## src/rtl/ac_sched_defs_pkg.sv

```systemverilog
// Purpose: shared encodings, timing constants and slot windows for the aircon sequencer.
// Latency: n/a (definitions only).
// Backpressure: n/a.
package ac_sched_defs;

  typedef enum logic [2:0] {
    ST_OFF      = 3'd0,
    ST_PRECOOL  = 3'd1,
    ST_COOLING  = 3'd2,
    ST_GRACE    = 3'd3,
    ST_OVERRIDE = 3'd4
  } ac_state_t;

  localparam logic [10:0] PRECOOL_MIN  = 11'd10;
  localparam logic [2:0]  GRACE_MIN    = 3'd5;
  localparam logic [4:0]  EMPTY_MIN    = 5'd15;
  localparam logic [4:0]  OVERRIDE_MIN = 5'd30;
  localparam logic [6:0]  MIN_TEMP     = 7'd18;
  localparam logic [6:0]  MAX_TEMP     = 7'd28;
  localparam logic [6:0]  PRECOOL_TEMP = 7'd24;

  localparam logic [2:0] DAY_MON = 3'd0;
  localparam logic [2:0] DAY_TUE = 3'd1;
  localparam logic [2:0] DAY_WED = 3'd2;
  localparam logic [2:0] DAY_THU = 3'd3;
  localparam logic [2:0] DAY_FRI = 3'd4;

  // Slot windows as minute-of-day, end exclusive.
  localparam logic [10:0] MTWT_S0 = 11'd460;
  localparam logic [10:0] MTWT_E0 = 11'd550;
  localparam logic [10:0] MTWT_S1 = 11'd560;
  localparam logic [10:0] MTWT_E1 = 11'd650;
  localparam logic [10:0] FRI_S0  = 11'd540;
  localparam logic [10:0] FRI_E0  = 11'd720;
  localparam logic [10:0] FRI_S1  = 11'd840;
  localparam logic [10:0] FRI_E1  = 11'd1020;

  localparam logic [1:0] SLOT_NONE = 2'd3;

  function automatic logic [6:0] clamp_temp(input logic [6:0] t);
    if (t < MIN_TEMP)      return MIN_TEMP;
    else if (t > MAX_TEMP) return MAX_TEMP;
    else                   return t;
  endfunction

  function automatic logic [6:0] grace_temp(input logic [6:0] clamped);
    if (clamped + 7'd2 > MAX_TEMP) return MAX_TEMP;
    else                           return clamped + 7'd2;
  endfunction

endpackage

```

## src/rtl/ac_slot_lookup.sv

```systemverilog
// Purpose: map day count and time of day to slot membership and active/next slot index.
// Latency: combinational.
// Backpressure: none.
module ac_slot_lookup
  import ac_sched_defs::*;
(
  input  logic [6:0] day,
  input  logic [6:0] hour,
  input  logic [6:0] minute,
  output logic       in_slot,
  output logic       pre_slot,
  output logic [1:0] slot_id
);

  logic [2:0]  dow;
  logic [10:0] mod;
  logic        valid;
  logic        has_slots;
  logic [10:0] s0, e0, s1, e1;

  assign dow   = 3'(day % 7'd7);
  assign mod   = 11'(hour) * 11'd60 + 11'(minute);
  assign valid = (hour < 7'd24) && (minute < 7'd60);

  always_comb begin
    has_slots = 1'b1;
    s0 = MTWT_S0;
    e0 = MTWT_E0;
    s1 = MTWT_S1;
    e1 = MTWT_E1;
    if (dow == DAY_FRI) begin
      s0 = FRI_S0;
      e0 = FRI_E0;
      s1 = FRI_S1;
      e1 = FRI_E1;
    end else if (dow > DAY_FRI) begin
      has_slots = 1'b0;
    end
  end

  always_comb begin
    in_slot  = 1'b0;
    pre_slot = 1'b0;
    slot_id  = SLOT_NONE;
    if (valid && has_slots) begin
      in_slot  = ((mod >= s0) && (mod < e0)) || ((mod >= s1) && (mod < e1));
      pre_slot = ((mod >= s0 - PRECOOL_MIN) && (mod < s0)) ||
                 ((mod >= s1 - PRECOOL_MIN) && (mod < s1));
      // Before the end of slot 0 it is the active or upcoming slot, then slot 1.
      if (mod < e0)      slot_id = 2'd0;
      else if (mod < e1) slot_id = 2'd1;
    end
  end

endmodule

```

## src/rtl/ac_schedule_ctrl.sv

```systemverilog
// Purpose: classroom aircon sequencer; slot-driven FSM with precool, empty-room grace and manual override.
// Latency: 1 clock from any input change to registered outputs.
// Backpressure: none; inputs sampled every cycle, counters advance only on MinuteTick.
module ac_schedule_ctrl
  import ac_sched_defs::*;
(
  input  logic       Clock,
  input  logic       Reset,
  input  logic       MinuteTick,
  input  logic [6:0] DayCombine,
  input  logic [6:0] HourCombine,
  input  logic [6:0] MinuteCombine,
  input  logic [6:0] Occupants,
  input  logic [6:0] OptTemp,
  input  logic       OverrideReq,
  output logic       AcOn,
  output logic [6:0] Setpoint,
  output logic [2:0] State,
  output logic [1:0] SlotId
);

  ac_state_t  state_q, state_d;
  logic [4:0] empty_q, empty_d, empty_run;
  logic [2:0] grace_q, grace_d, grace_run;
  logic [4:0] ovr_q, ovr_d, ovr_run;
  logic       in_slot, pre_slot;
  logic [1:0] slot_id;
  logic       occupied;
  logic       ac_d;
  logic [6:0] sp_d;
  logic [6:0] clamped;

  ac_slot_lookup u_lookup (
    .day     (DayCombine),
    .hour    (HourCombine),
    .minute  (MinuteCombine),
    .in_slot (in_slot),
    .pre_slot(pre_slot),
    .slot_id (slot_id)
  );

  assign occupied = (Occupants != 7'd0);
  assign clamped  = clamp_temp(OptTemp);
  assign State    = state_q;

  // Counter values after this cycle's tick; decisions use these so expiry lands on the tick itself.
  always_comb begin
    empty_run = empty_q;
    if (state_q != ST_COOLING || occupied)    empty_run = 5'd0;
    else if (MinuteTick && empty_q != 5'h1f)  empty_run = empty_q + 5'd1;
    grace_run = grace_q;
    if (MinuteTick && grace_q != 3'd0)        grace_run = grace_q - 3'd1;
    ovr_run = ovr_q;
    if (MinuteTick && ovr_q != 5'd0)          ovr_run = ovr_q - 5'd1;
  end

  always_comb begin
    state_d = state_q;
    case (state_q)
      ST_OFF: begin
        if (OverrideReq)   state_d = ST_OVERRIDE;
        else if (in_slot)  state_d = ST_COOLING;
        else if (pre_slot) state_d = ST_PRECOOL;
      end
      ST_PRECOOL: begin
        if (OverrideReq)    state_d = ST_OVERRIDE;
        else if (in_slot)   state_d = ST_COOLING;
        else if (!pre_slot) state_d = ST_OFF;
      end
      ST_COOLING: begin
        if (!in_slot || empty_run >= EMPTY_MIN) state_d = ST_GRACE;
      end
      ST_GRACE: begin
        if (OverrideReq)               state_d = ST_OVERRIDE;
        else if (in_slot && occupied)  state_d = ST_COOLING;
        else if (grace_run == 3'd0)    state_d = ST_OFF;
      end
      ST_OVERRIDE: begin
        if (OverrideReq || ovr_run == 5'd0) state_d = in_slot ? ST_COOLING : ST_OFF;
      end
      default: state_d = ST_OFF;
    endcase

    // Entering a state loads its counter; staying keeps the ticked value; elsewhere it rests at zero.
    empty_d = (state_d == ST_COOLING && state_q == ST_COOLING) ? empty_run : 5'd0;
    grace_d = (state_d == ST_GRACE) ? ((state_q == ST_GRACE) ? grace_run : GRACE_MIN) : 3'd0;
    ovr_d   = (state_d == ST_OVERRIDE) ? ((state_q == ST_OVERRIDE) ? ovr_run : OVERRIDE_MIN) : 5'd0;
  end

  always_comb begin
    ac_d = (state_d != ST_OFF);
    case (state_d)
      ST_COOLING, ST_OVERRIDE: sp_d = clamped;
      ST_PRECOOL:              sp_d = PRECOOL_TEMP;
      ST_GRACE:                sp_d = grace_temp(clamped);
      default:                 sp_d = 7'd0;
    endcase
  end

  always_ff @(posedge Clock) begin
    if (Reset) begin
      state_q  <= ST_OFF;
      empty_q  <= 5'd0;
      grace_q  <= 3'd0;
      ovr_q    <= 5'd0;
      AcOn     <= 1'b0;
      Setpoint <= 7'd0;
      SlotId   <= SLOT_NONE;
    end else begin
      state_q  <= state_d;
      empty_q  <= empty_d;
      grace_q  <= grace_d;
      ovr_q    <= ovr_d;
      AcOn     <= ac_d;
      Setpoint <= sp_d;
      SlotId   <= slot_id;
    end
  end

endmodule

```

## config.mk

```make
export PLATFORM = sky130hd
export DESIGN_NAME = ac_schedule_ctrl
export DESIGN_NICKNAME = d
export VERILOG_FILES = /design/src/rtl/ac_sched_defs_pkg.sv /design/src/rtl/ac_slot_lookup.sv /design/src/rtl/ac_schedule_ctrl.sv
export SDC_FILE = /design/constraint.sdc
export NUM_CORES = 1
export LEC_CHECK = 0
export ABC_AREA = 0
export CORE_UTILIZATION = 50
export CTS_BUF_LIST = sky130_fd_sc_hd__clkbuf_4 sky130_fd_sc_hd__clkbuf_8
export DETAILED_ROUTE_END_ITERATION = 7
export PLACE_DENSITY = 0.72
export SETUP_SLACK_MARGIN = 0.4
export SYNTH_ARGS = -nofsm -noshare
export SYNTH_HDL_FRONTEND = slang
export SYNTH_SLANG_ARGS = --single-unit
```

## constraint.sdc

```tcl
create_clock -name Clock -period 8.2 [get_ports Clock]
set_input_delay 0.82 -clock Clock [delete_from_list [all_inputs] [get_ports Clock]]
set_output_delay 0.82 -clock Clock [all_outputs]
set_load 0.03 [all_outputs]
```

==> reports/results.txt <==
The flow ran to the end, and the final reports show no timing, DRC or antenna violations. Setup repair after global routing left no endpoint under its margin. The completed layout was analyzed and its total power is 0.000898 W. Area growth from synthesis to layout: 18.4%. Number of antenna-violating nets in the routed design: 0.

The worst register-to-register path has a setup slack of 5.01 ns. The share of async-settable or async-resettable flops after synthesis is 0. The fraction of layout cells with a size suffix above 1 was 0.0435. In the layout the commonest cells are 51 x sky130_fd_sc_hd__clkdlybuf4s50_1, 44 x sky130_fd_sc_hd__inv_1, 43 x sky130_fd_sc_hd__ha_1. The count of cells along the worst hold path was 2; the post-cts gate resize count was 0. The maximum number of pins on one net before global-route repair is 21. The sequential-to-total area share from yosys stat is 0.145, and the area enclosed by the die boundary is 7520 µm². The average routed wire per standard cell was 13.5 µm. In this run the count of I/O pins placed on the die edge is 52. For this run, the post-layout net count is 601. The overflow left after global routing is 0.

Setup violations remaining at the end of the flow were counted as 0. 0 antenna diodes ended up in the layout. In this run the deepest clock path goes through 2 buffers. The tools report the number of maximum-capacitance constraint violations as 0. After floorplanning, the core was sized to cover 6870 µm². Vertical die dimension: 86.7 µm. After routing, the total negative slack on setup checks comes to 0 ns. The tools report the max-slew violation count as 0.

The H-tree depth is 1, and the insertion delay of the later-clocked pin in the worst-skew pair is 0.27 ns. Buffers added to address setup during post-CTS repair amount to 0. The required time of the worst setup path was 8.41 ns; the cell count of the worst reg-to-reg path was 13. For this run, design rule violations remaining after detail routing come to 0. The aggregate global-route resource usage was 0.222; the number of distinct library cells after synthesis was 74. The average cell area after synthesis came out at 7.79 µm². The kind of start point of the critical path is an input port. Counting flops with a built-in enable in the synthesized netlist gives 0. By startpoint and endpoint, the worst setup path is classified as in -> reg.

The count of final hold-check violations was 0; the flop and latch count out of synthesis was 26. Number of antenna violations at the first check in global routing: 0. For this block, the via count after detailed routing is 3495. The library cell appearing most often on the critical path was sky130_fd_sc_hd__ha_1.

The path with the worst hold slack has its endpoint at ovr_q[4]$_SDFF_PP0_. The first global-routing pass estimated 13800 µm of wire. The hold buffer count at cts was 0; the floorplan row count was 30. The capturing point of the worst reg2reg path is Setpoint[1]$_SDFF_PP0_.

The number of buffers created by CTS was 3; the largest fanout on the critical path was 20. Total wire length: 8120 µm. VDD sags by at most 96.8 µV.

The kind of end point of the critical path was a flop. The horizontal die dimension is 86.7 µm. The via count of the first global-routing pass was 3274; the total leakage power was 1.75 nW. The detail-routed via count per cell came out at 5.81. The worst hold path begins at ovr_q[4]$_SDFF_PP0_. Share of the cycle needed by the critical path after routing: 0.864. Standard cell with the maximum stage delay on the critical path: sky130_fd_sc_hd__clkdlybuf4s50_1. The actual slew at the worst max-slew pin is 0.642 ns.

The initial standard-cell utilization of the core was 0.523; the number of clock sinks was 26. TritonCTS built the clock tree. The worst register-to-register path begins at ovr_q[0]$_SDFF_PP0_. For the normalized max-slew margin, the log shows 0.571.

The library cell used most frequently in the layout, excluding fill and tap cells, is sky130_fd_sc_hd__clkdlybuf4s50_1. The tools report the area of the mapped netlist as 3590 µm². The critical path data arrival time came out at 7.29 ns.

Top flip-flop cell by instance count after synthesis: sky130_fd_sc_hd__dfxtp_1. The total half-perimeter wirelength after legalization and detailed placement was 6640 µm; the worst-case clock skew was 0.00708 ns. Power spread over the standard cell area amounts to 211 nW/µm². Clock-pin transition on the worst setup and hold timing paths: 0.09 ns. For this run, the top clock speed supported by timing is 141 MHz. The minimum clock period was 7.09 ns. The tools report the total of warnings raised by yosys as 0. After the first detailed-routing iteration, the DRC count stood at 76. The routability-driven placement congestion ratio came out at 0.912. The largest single stage delay on the critical path is 0.73 ns.

The number of port buffers works out to 51. After technology mapping, the gate count stands at 461. For the total iterations of the first detailed-routing run, the log shows 4. The clock root buffer was sky130_fd_sc_hd__clkbuf_8. The tightest min-delay check is of the reg -> reg type.
-- critical path: cells and delay by family --
family                     cells  cell delay (ns)
buffers and inverters          3             1.13
adders and majority gates      4             1.32
and+or+nand+nor                7             1.21
muxes                          2             0.22
AOI/OAI and AO/OA             12             2.58
-- flip-flops by register name (all words and copies together), names as in the netlist --
name / cells
ovr_q: 5
State: 3
AcOn: 1
SlotId: 2
empty_q: 5
grace_q: 3
Setpoint: 7
-- cell families (layout without fill, tap and decap cells) --
family / count (synthesis) / count (layout) / synth area share
compound gates: 156 / 156 / 0.299
simple gates: 141 / 141 / 0.212
buf+inv: 57 / 100 / 0.0620
fa+ha+maj: 56 / 56 / 0.220
flops: 26 / 26 / 0.145
xor+xnor: 16 / 16 / 0.0390
mux: 8 / 8 / 0.0230
other cells: 1 / 3 / 0.00104
-- area by class of cell --
cell class                 count  area, µm²
tap                           96        120
timing repair buffer          52        518
clock buffer                   3       41.3
inverter                      44        165
clock inverter                 1       30.0
sequential                    26        520
fill                         621       2620
multi-input combinational    380       2860
-- Yosys cell counts (7+ instances only) --
library cell / instances / area (µm²)
sky130_fd_sc_hd__xor2_1: 8 / 70.1
sky130_fd_sc_hd__o21ai_0: 25 / 125
sky130_fd_sc_hd__and3_1: 7 / 43.8
sky130_fd_sc_hd__inv_1: 44 / 165
sky130_fd_sc_hd__clkbuf_1: 11 / 41.3
sky130_fd_sc_hd__xnor2_1: 8 / 70.1
sky130_fd_sc_hd__a211oi_1: 7 / 52.6
sky130_fd_sc_hd__a21oi_1: 38 / 190
sky130_fd_sc_hd__dfxtp_1: 26 / 521
sky130_fd_sc_hd__ha_1: 43 / 538
sky130_fd_sc_hd__nor3_1: 10 / 50.1
sky130_fd_sc_hd__fa_1: 12 / 240
sky130_fd_sc_hd__nor2_1: 32 / 120
sky130_fd_sc_hd__o211ai_1: 9 / 67.6
sky130_fd_sc_hd__nand3_1: 13 / 65.1
sky130_fd_sc_hd__nand2_1: 31 / 116
sky130_fd_sc_hd__a31oi_1: 14 / 87.6
sky130_fd_sc_hd__nor2b_1: 10 / 62.6
-- stage by stage --
step | setup WS [ns] | hold slack [ns] | cells | util | area (µm²)
after global placement | 1.12 | 0.498 | 598 | 0.608 | 4180
after global routing | 0.476 | 0.557 | 602 | 0.619 | 4250
after CTS | 1.13 | 0.524 | 602 | 0.619 | 4250
final | 1.11 | 0.521 | 602 | 0.619 | 4250
after floorplan | 1.87 | 0.468 | 463 | - | 3600
after detailed placement | 0.878 | 0.508 | 598 | 0.608 | 4180
-- how the worst max path moves through the flow --
stage / end / from
after floorplan: empty_q[1]$_SDFF_PP0_ / DayCombine[4]
after global placement: empty_q[1]$_SDFF_PP0_ / DayCombine[4]
after detailed placement: empty_q[2]$_SDFF_PP0_ / DayCombine[4]
after CTS: empty_q[2]$_SDFF_PP0_ / DayCombine[4]
after global routing: empty_q[2]$_SDFF_PP0_ / DayCombine[4]
final: empty_q[2]$_SDFF_PP0_ / DayCombine[4]
-- power breakdown --
group          leakage [nW]  switching [W]  internal, W  total [W]
clock network        0.0357      0.0000392    0.0000653   0.000105
registers             0.213     0.00000708     0.000135   0.000142
logic                  1.50       0.000383     0.000267   0.000651
total                  1.75       0.000430     0.000468   0.000898
-- metal layers --
| layer | track usage | up-vias | wire (µm) |
|---|---|---|---|
| met1 | 0.271 | 1611 | 3640 |
| met5 | 0 | - | 0 |
| li1 | - | 1789 | - |
| met2 | 0.411 | 79 | 4060 |
| met4 | 0.0667 | 0 | 173 |
| met3 | 0.0210 | 16 | 244 |
Power figures use the tool's default switching activity.
